==> src/rtl/gpu_cmd_decoder.sv <==
// rtl/gpu_cmd_decoder.sv - command FIFO reader that decodes draw commands for the raster engine
//
// Pops one 83-bit command word at a time from a show-ahead FIFO, decodes it,
// normalises rectangle corners, keeps a current-colour register and presents
// the decoded draw command on a valid/ready handshake.
//
// Ports:
//   clk, n_rst          clock (rising edge), asynchronous active-low reset
//   fifo_empty          FIFO empty flag
//   fifo_rdata          FIFO head word (show-ahead)
//   fifo_ren            pop strobe, high for exactly one cycle per command
//   cmd_valid/cmd_ready draw command handshake
//   cmd_op              00 LINE, 01 RECT, 10 FILL, 11 CLEAR
//   cmd_color           colour for this command
//   cmd_x0/y0, x1/y1    top-left/bottom-right (or line start/end)
//   busy                decoder not idle
//   err_op              sticky illegal-opcode flag
//
// Optional feature macro GPU_CMD_DEC_STATS_EN adds saturating 16-bit
// counters issued_cnt (handshakes) and dropped_cnt (NOP + illegal words).

module gpu_cmd_decoder #(
    parameter int OP_W     = 3,
    parameter int COLOR_W  = 24,
    parameter int COORD_W  = 14,
    parameter int SCREEN_W = 640,
    parameter int SCREEN_H = 480
) (
    input  logic                                 clk,
    input  logic                                 n_rst,
    input  logic                                 fifo_empty,
    input  logic [OP_W+COLOR_W+4*COORD_W-1:0]    fifo_rdata,
    output logic                                 fifo_ren,
    output logic                                 cmd_valid,
    input  logic                                 cmd_ready,
    output logic [1:0]                           cmd_op,
    output logic [COLOR_W-1:0]                   cmd_color,
    output logic [COORD_W-1:0]                   cmd_x0,
    output logic [COORD_W-1:0]                   cmd_y0,
    output logic [COORD_W-1:0]                   cmd_x1,
    output logic [COORD_W-1:0]                   cmd_y1,
`ifdef GPU_CMD_DEC_STATS_EN
    output logic [15:0]                          issued_cnt,
    output logic [15:0]                          dropped_cnt,
`endif
    output logic                                 busy,
    output logic                                 err_op
);

    localparam int DATA_W = OP_W + COLOR_W + 4 * COORD_W;

    localparam logic [OP_W-1:0] OPC_NOP   = OP_W'(0);
    localparam logic [OP_W-1:0] OPC_SETC  = OP_W'(1);
    localparam logic [OP_W-1:0] OPC_LINE  = OP_W'(2);
    localparam logic [OP_W-1:0] OPC_RECT  = OP_W'(3);
    localparam logic [OP_W-1:0] OPC_FILL  = OP_W'(4);
    localparam logic [OP_W-1:0] OPC_CLEAR = OP_W'(5);

    typedef enum logic [1:0] {S_IDLE, S_FETCH, S_DECODE, S_ISSUE} state_t;

    state_t               state_q, state_d;
    logic [DATA_W-1:0]    word_q, word_d;
    logic [COLOR_W-1:0]   color_reg_q, color_reg_d;
    logic                 cmd_valid_q, cmd_valid_d;
    logic [1:0]           cmd_op_q, cmd_op_d;
    logic [COLOR_W-1:0]   cmd_color_q, cmd_color_d;
    logic [COORD_W-1:0]   x0_q, x0_d, y0_q, y0_d, x1_q, x1_d, y1_q, y1_d;
    logic                 err_op_q, err_op_d;
`ifdef GPU_CMD_DEC_STATS_EN
    logic [15:0]          issued_q, issued_d, dropped_q, dropped_d;
`endif

    // Field views of the captured word
    logic [OP_W-1:0]      w_op;
    logic [COLOR_W-1:0]   w_color, eff_color;
    logic [COORD_W-1:0]   w_x1, w_y1, w_x2, w_y2;

    assign w_op    = word_q[DATA_W-1 -: OP_W];
    assign w_color = word_q[4*COORD_W +: COLOR_W];
    assign w_x1    = word_q[3*COORD_W +: COORD_W];
    assign w_y1    = word_q[2*COORD_W +: COORD_W];
    assign w_x2    = word_q[COORD_W +: COORD_W];
    assign w_y2    = word_q[0 +: COORD_W];
    // A zero colour field means "use the current colour register"
    assign eff_color = (w_color != '0) ? w_color : color_reg_q;

    always_comb begin
        state_d     = state_q;
        word_d      = word_q;
        color_reg_d = color_reg_q;
        cmd_valid_d = cmd_valid_q;
        cmd_op_d    = cmd_op_q;
        cmd_color_d = cmd_color_q;
        x0_d        = x0_q;
        y0_d        = y0_q;
        x1_d        = x1_q;
        y1_d        = y1_q;
        err_op_d    = err_op_q;
`ifdef GPU_CMD_DEC_STATS_EN
        issued_d    = issued_q;
        dropped_d   = dropped_q;
        if (cmd_valid_q && cmd_ready && issued_q != 16'hFFFF)
            issued_d = issued_q + 16'd1;
`endif
        case (state_q)
            S_IDLE: begin
                if (!fifo_empty)
                    state_d = S_FETCH;
            end
            S_FETCH: begin
                word_d  = fifo_rdata;
                state_d = S_DECODE;
            end
            S_DECODE: begin
                state_d = S_IDLE;
                case (w_op)
                    OPC_NOP: begin
`ifdef GPU_CMD_DEC_STATS_EN
                        if (dropped_q != 16'hFFFF) dropped_d = dropped_q + 16'd1;
`endif
                    end
                    OPC_SETC: color_reg_d = w_color;
                    OPC_LINE: begin
                        cmd_op_d    = 2'b00;
                        cmd_color_d = eff_color;
                        x0_d        = w_x1;
                        y0_d        = w_y1;
                        x1_d        = w_x2;
                        y1_d        = w_y2;
                        cmd_valid_d = 1'b1;
                        state_d     = S_ISSUE;
                    end
                    OPC_RECT, OPC_FILL: begin
                        cmd_op_d    = (w_op == OPC_RECT) ? 2'b01 : 2'b10;
                        cmd_color_d = eff_color;
                        x0_d        = (w_x1 < w_x2) ? w_x1 : w_x2;
                        x1_d        = (w_x1 < w_x2) ? w_x2 : w_x1;
                        y0_d        = (w_y1 < w_y2) ? w_y1 : w_y2;
                        y1_d        = (w_y1 < w_y2) ? w_y2 : w_y1;
                        cmd_valid_d = 1'b1;
                        state_d     = S_ISSUE;
                    end
                    OPC_CLEAR: begin
                        cmd_op_d    = 2'b11;
                        cmd_color_d = w_color;
                        x0_d        = '0;
                        y0_d        = '0;
                        x1_d        = COORD_W'(SCREEN_W - 1);
                        y1_d        = COORD_W'(SCREEN_H - 1);
                        cmd_valid_d = 1'b1;
                        state_d     = S_ISSUE;
                    end
                    default: begin
                        err_op_d = 1'b1;
`ifdef GPU_CMD_DEC_STATS_EN
                        if (dropped_q != 16'hFFFF) dropped_d = dropped_q + 16'd1;
`endif
                    end
                endcase
            end
            S_ISSUE: begin
                if (cmd_ready) begin
                    cmd_valid_d = 1'b0;
                    state_d     = S_IDLE;
                end
            end
            default: state_d = S_IDLE;
        endcase
    end

    always_ff @(posedge clk or negedge n_rst) begin
        if (!n_rst) begin
            state_q     <= S_IDLE;
            word_q      <= '0;
            color_reg_q <= {COLOR_W{1'b1}};
            cmd_valid_q <= 1'b0;
            cmd_op_q    <= '0;
            cmd_color_q <= '0;
            x0_q        <= '0;
            y0_q        <= '0;
            x1_q        <= '0;
            y1_q        <= '0;
            err_op_q    <= 1'b0;
`ifdef GPU_CMD_DEC_STATS_EN
            issued_q    <= '0;
            dropped_q   <= '0;
`endif
        end else begin
            state_q     <= state_d;
            word_q      <= word_d;
            color_reg_q <= color_reg_d;
            cmd_valid_q <= cmd_valid_d;
            cmd_op_q    <= cmd_op_d;
            cmd_color_q <= cmd_color_d;
            x0_q        <= x0_d;
            y0_q        <= y0_d;
            x1_q        <= x1_d;
            y1_q        <= y1_d;
            err_op_q    <= err_op_d;
`ifdef GPU_CMD_DEC_STATS_EN
            issued_q    <= issued_d;
            dropped_q   <= dropped_d;
`endif
        end
    end

    // The pop strobe is a pure decode of the registered state, so it can
    // never assert outside FETCH (in particular never during ISSUE).
    assign fifo_ren  = (state_q == S_FETCH);
    assign busy      = (state_q != S_IDLE);
    assign cmd_valid = cmd_valid_q;
    assign cmd_op    = cmd_op_q;
    assign cmd_color = cmd_color_q;
    assign cmd_x0    = x0_q;
    assign cmd_y0    = y0_q;
    assign cmd_x1    = x1_q;
    assign cmd_y1    = y1_q;
    assign err_op    = err_op_q;
`ifdef GPU_CMD_DEC_STATS_EN
    assign issued_cnt  = issued_q;
    assign dropped_cnt = dropped_q;
`endif

endmodule
==> config.mk <==
export PLATFORM = sky130hd
export DESIGN_NAME = gpu_cmd_decoder
export DESIGN_NICKNAME = d
export VERILOG_FILES = /design/src/rtl/gpu_cmd_decoder.sv
export SDC_FILE = /design/constraint.sdc
export NUM_CORES = 1
export LEC_CHECK = 0
export BUFFER_PORTS_ARGS = -buffer_cell sky130_fd_sc_hd__buf_4
export CAP_MARGIN = 0
export CORE_ASPECT_RATIO = 0.6
export CORE_MARGIN = 2
export CORE_UTILIZATION = 55
export DETAILED_ROUTE_END_ITERATION = 6
export PLACE_DENSITY = 0.76
export SYNTH_ARGS = -nofsm -noshare
export SYNTH_HDL_FRONTEND = slang
export SYNTH_SLANG_ARGS = --single-unit
==> constraint.sdc <==
create_clock -name clk -period 3.12 [get_ports clk]
set_clock_uncertainty 0.2 [all_clocks]
set_input_delay 0.156 -clock clk [delete_from_list [all_inputs] [get_ports clk]]
set_output_delay 0.156 -clock clk [all_outputs]
set_load 0.05 [all_outputs]
==> flow_summary.ini <==
[run_status]
outcome = complete, but fails checks
violations = DRC

[route]
drt-pass1-iter-count = 6
drc = 12
wl_per_cell_um = 18.4
via_per_inst = 5.69
ant_nets = 0
via_count = 7259
wl_um = 23400
drt_iter0_markers = 618

[synthesis]
postSynthCellCount = 811
synth_flop_cell = dfrtp_1
synth.avg_cell_area_um2 = 10.9
syn_area_mm2 = 0.00881
ys_types = 43
synth_area_leaders = dfrtp_1 48%, mux2_2 10%, dfstp_2 7.2%, o21ai_0 6.4%, a21oi_1 4.1%
ys_ff_latch = 193
synthArstFlopShare_pct = 100
synth_nets = 924
synth_top_area_cell = dfrtp_1
ys_seq_area_share_pct = 55.2
synth_edf_count = 0
synth.yosys.warnings = 0
synth_top_area_share_pct = 48.0

[clock_tree]
post-cts-setup-buffers = 0
insertion_delay_ns = 0.44
numCtsBuffers = 17
cts_hold_buffers = 87
h-tree-depth = 4
clkSlewWorstSetupHoldPaths_ns = 0.08
clock_tree.root_cell = clkbuf_16
ctsLongestPathBuffers = 2
ctsResizeCount = 0
cts_tree = built
clock_sinks = 193

[worst_setup_path]
critPathLaunchType = flop
path_class = reg2reg
crit_path_end_kind = flop
cp_slowest_cell = dfrtp_1
cpPeakStageDelay_ns = 0.48
path_max_fanout = 16
crit_chain = or3b_4, and2_4, or3_4, o21ai_4, mux2i_1, a21oi_2
cp_data_arrival_time_ns = 2.86
required_ns = 3.24

[die]
core_mm2 = 0.0155
fp-row-count = 35
die_x_um = 167
die-area_mm2 = 0.0171
pin_count = 173
dieHeight_um = 102
initial_core_util_pct = 56.8

[grt]
grt-ovfl-total = 0
grt_use_met3_pct = 4.80
groute.usage.overall_pct = 28.3
busiest_layer = met2
met2_usage_pct = 44.9
grt_pass1_wl_um = 37700
antenna_found_initial = 0
grt_start_max_net_pins = 99
met1_usage_pct = 41.4
grt_pass1_vias = 7127

[run]
cap_viol_max_count = 0

[final_layout]
insertedDiodeCount = 0
seq_area_mm2 = 0.00486
nFillCells = 1038
layout-drive-gt1-share_pct = 32.9
multi_input_area_mm2 = 0.00365
fin_nets = 1173
final_cell_mix = 190 x buf_4, 169 x dfrtp_1, 112 x o21ai_0
areaGrowthSynthToFinish_pct = 34.1
fin_util_pct = 76.2
final_common_cell = buf_4

[power]
total_power_mw = 14.7
power_leakage_nw = 5.34
vdd_drop_max_uv = 830
power_density_mw_per_mm2 = 1240

[timing]
max_freq_ghz = 0.365
finalSetupViolCount = 0
period_share_pct = 87.9
grt_setup_unrepaired = no
totalNegativeSetupSlack_ns = 0
slew_viol_final = 0
tightestPinTransition_ns = 0.794
relSlewSlack_pct = 47.1
period_minus_slack_ns = 2.74
final-hold-violation-count = 0

[place]
dp_hpwl_um = 15000
place.gp.congestion = 0.863
portBuffers = 172

[min_path]
hold_path.class = in2async
==> registers in the layout, indices dropped and copies added, names as in the netlist <==
| register | flops |
|---|---|
| cmd_color | 24 |
| cmd_op | 2 |
| cmd_valid | 1 |
| cmd_x0 | 14 |
| cmd_x1 | 14 |
| cmd_y0 | 14 |
| cmd_y1 | 14 |
| color_reg_q | 24 |
| err_op | 1 |
| state_q | 2 |
| word_q | 83 |
==> where the power goes <==
part / leakage (nW) / internal [mW] / switching, mW / total, mW
logic: 2.75 / 2.83 / 4.80 / 7.63
clock network: 0.289 / 1.10 / 1.07 / 2.17
registers: 2.29 / 3.83 / 1.07 / 4.90
==> per-layer routing <==
| layer | up-vias | part of all wire [%] | wire (µm) |
|---|---|---|---|
| li1 | 3399 | - | - |
| met1 | 3561 | 47 | 10900 |
| met2 | 278 | 46 | 10700 |
| met3 | 21 | 6.5 | 1530 |
| met4 | 0 | 1.0 | 240 |
| met5 | - | 0 | 0 |
==> cell usage after synthesis, types with 8 or more instances <==
library cell and number:
a21oi_1 73, a21oi_2 8, a221o_1 10, a221oi_1 13
and3_1 11, clkbuf_1 41, dfrtp_1 169, dfstp_2 24
ha_1 26, inv_1 29, mux2_2 79, mux2i_1 19
nand2_1 89, nor2_1 36, o21ai_0 112
==> stage by stage <==
stage	std cells	setup WS [ns]	instance area [µm²]	hold WS [ns]
after floorplan	811	0.724	8810	-0.340
after global placement	1157	0.496	10400	0.102
after detailed placement	1157	0.385	10400	0.0997
after CTS	1276	0.380	11800	0.202
after global routing	1276	0.233	11800	0.248
final	1276	0.377	11800	0.191
==> critical path: cells and delay by family, from the launching register on <==
family | cells | cell delay [ns]
flip-flops | 1 | 0.48
multiplexers | 1 | 0.33
AO/OA/AOI/OAI | 2 | 0.57
AND/OR/NAND/NOR | 3 | 1.05
==> cell families (layout without fill, tap and decap cells) <==
family | Yosys count | in the layout | synth area share, %
mux | 98 | 98 | 12.3
compound gates | 247 | 247 | 16.7
simple gates | 167 | 167 | 8.41
buf+inv | 79 | 341 | 3.71
xor+xnor | 1 | 1 | 0.0995
fa+ha+maj | 26 | 26 | 3.69
flops | 193 | 193 | 55.2
==> cell type report <==
cell class / count / share of cell area [%]
Multi-Input combinational cell: 539 / 30.9
Inverter: 29 / 0.921
Timing Repair Buffer: 280 / 19.9
Clock inverter: 13 / 1.21
Clock buffer: 19 / 3.75
Tap cell: 203 / 2.15
Sequential cell: 193 / 41.1
==> path summary, 6_finish.rpt <==
kind                                start              to  slack, ns  depth (start not counted)
max                            word_q[81]       cmd_x1[9]       0.38                          6
min in group clk           fifo_rdata[19]      word_q[19]       0.27                          4
max in group asynchronous           n_rst  color_reg_q[9]       1.66                          3
min reg2reg                        err_op          err_op       0.28                          1
min                                 n_rst       word_q[7]       0.19                          2
max reg2reg                    word_q[81]       cmd_x1[9]       0.38                          6
(Power assumes the default switching activity.)
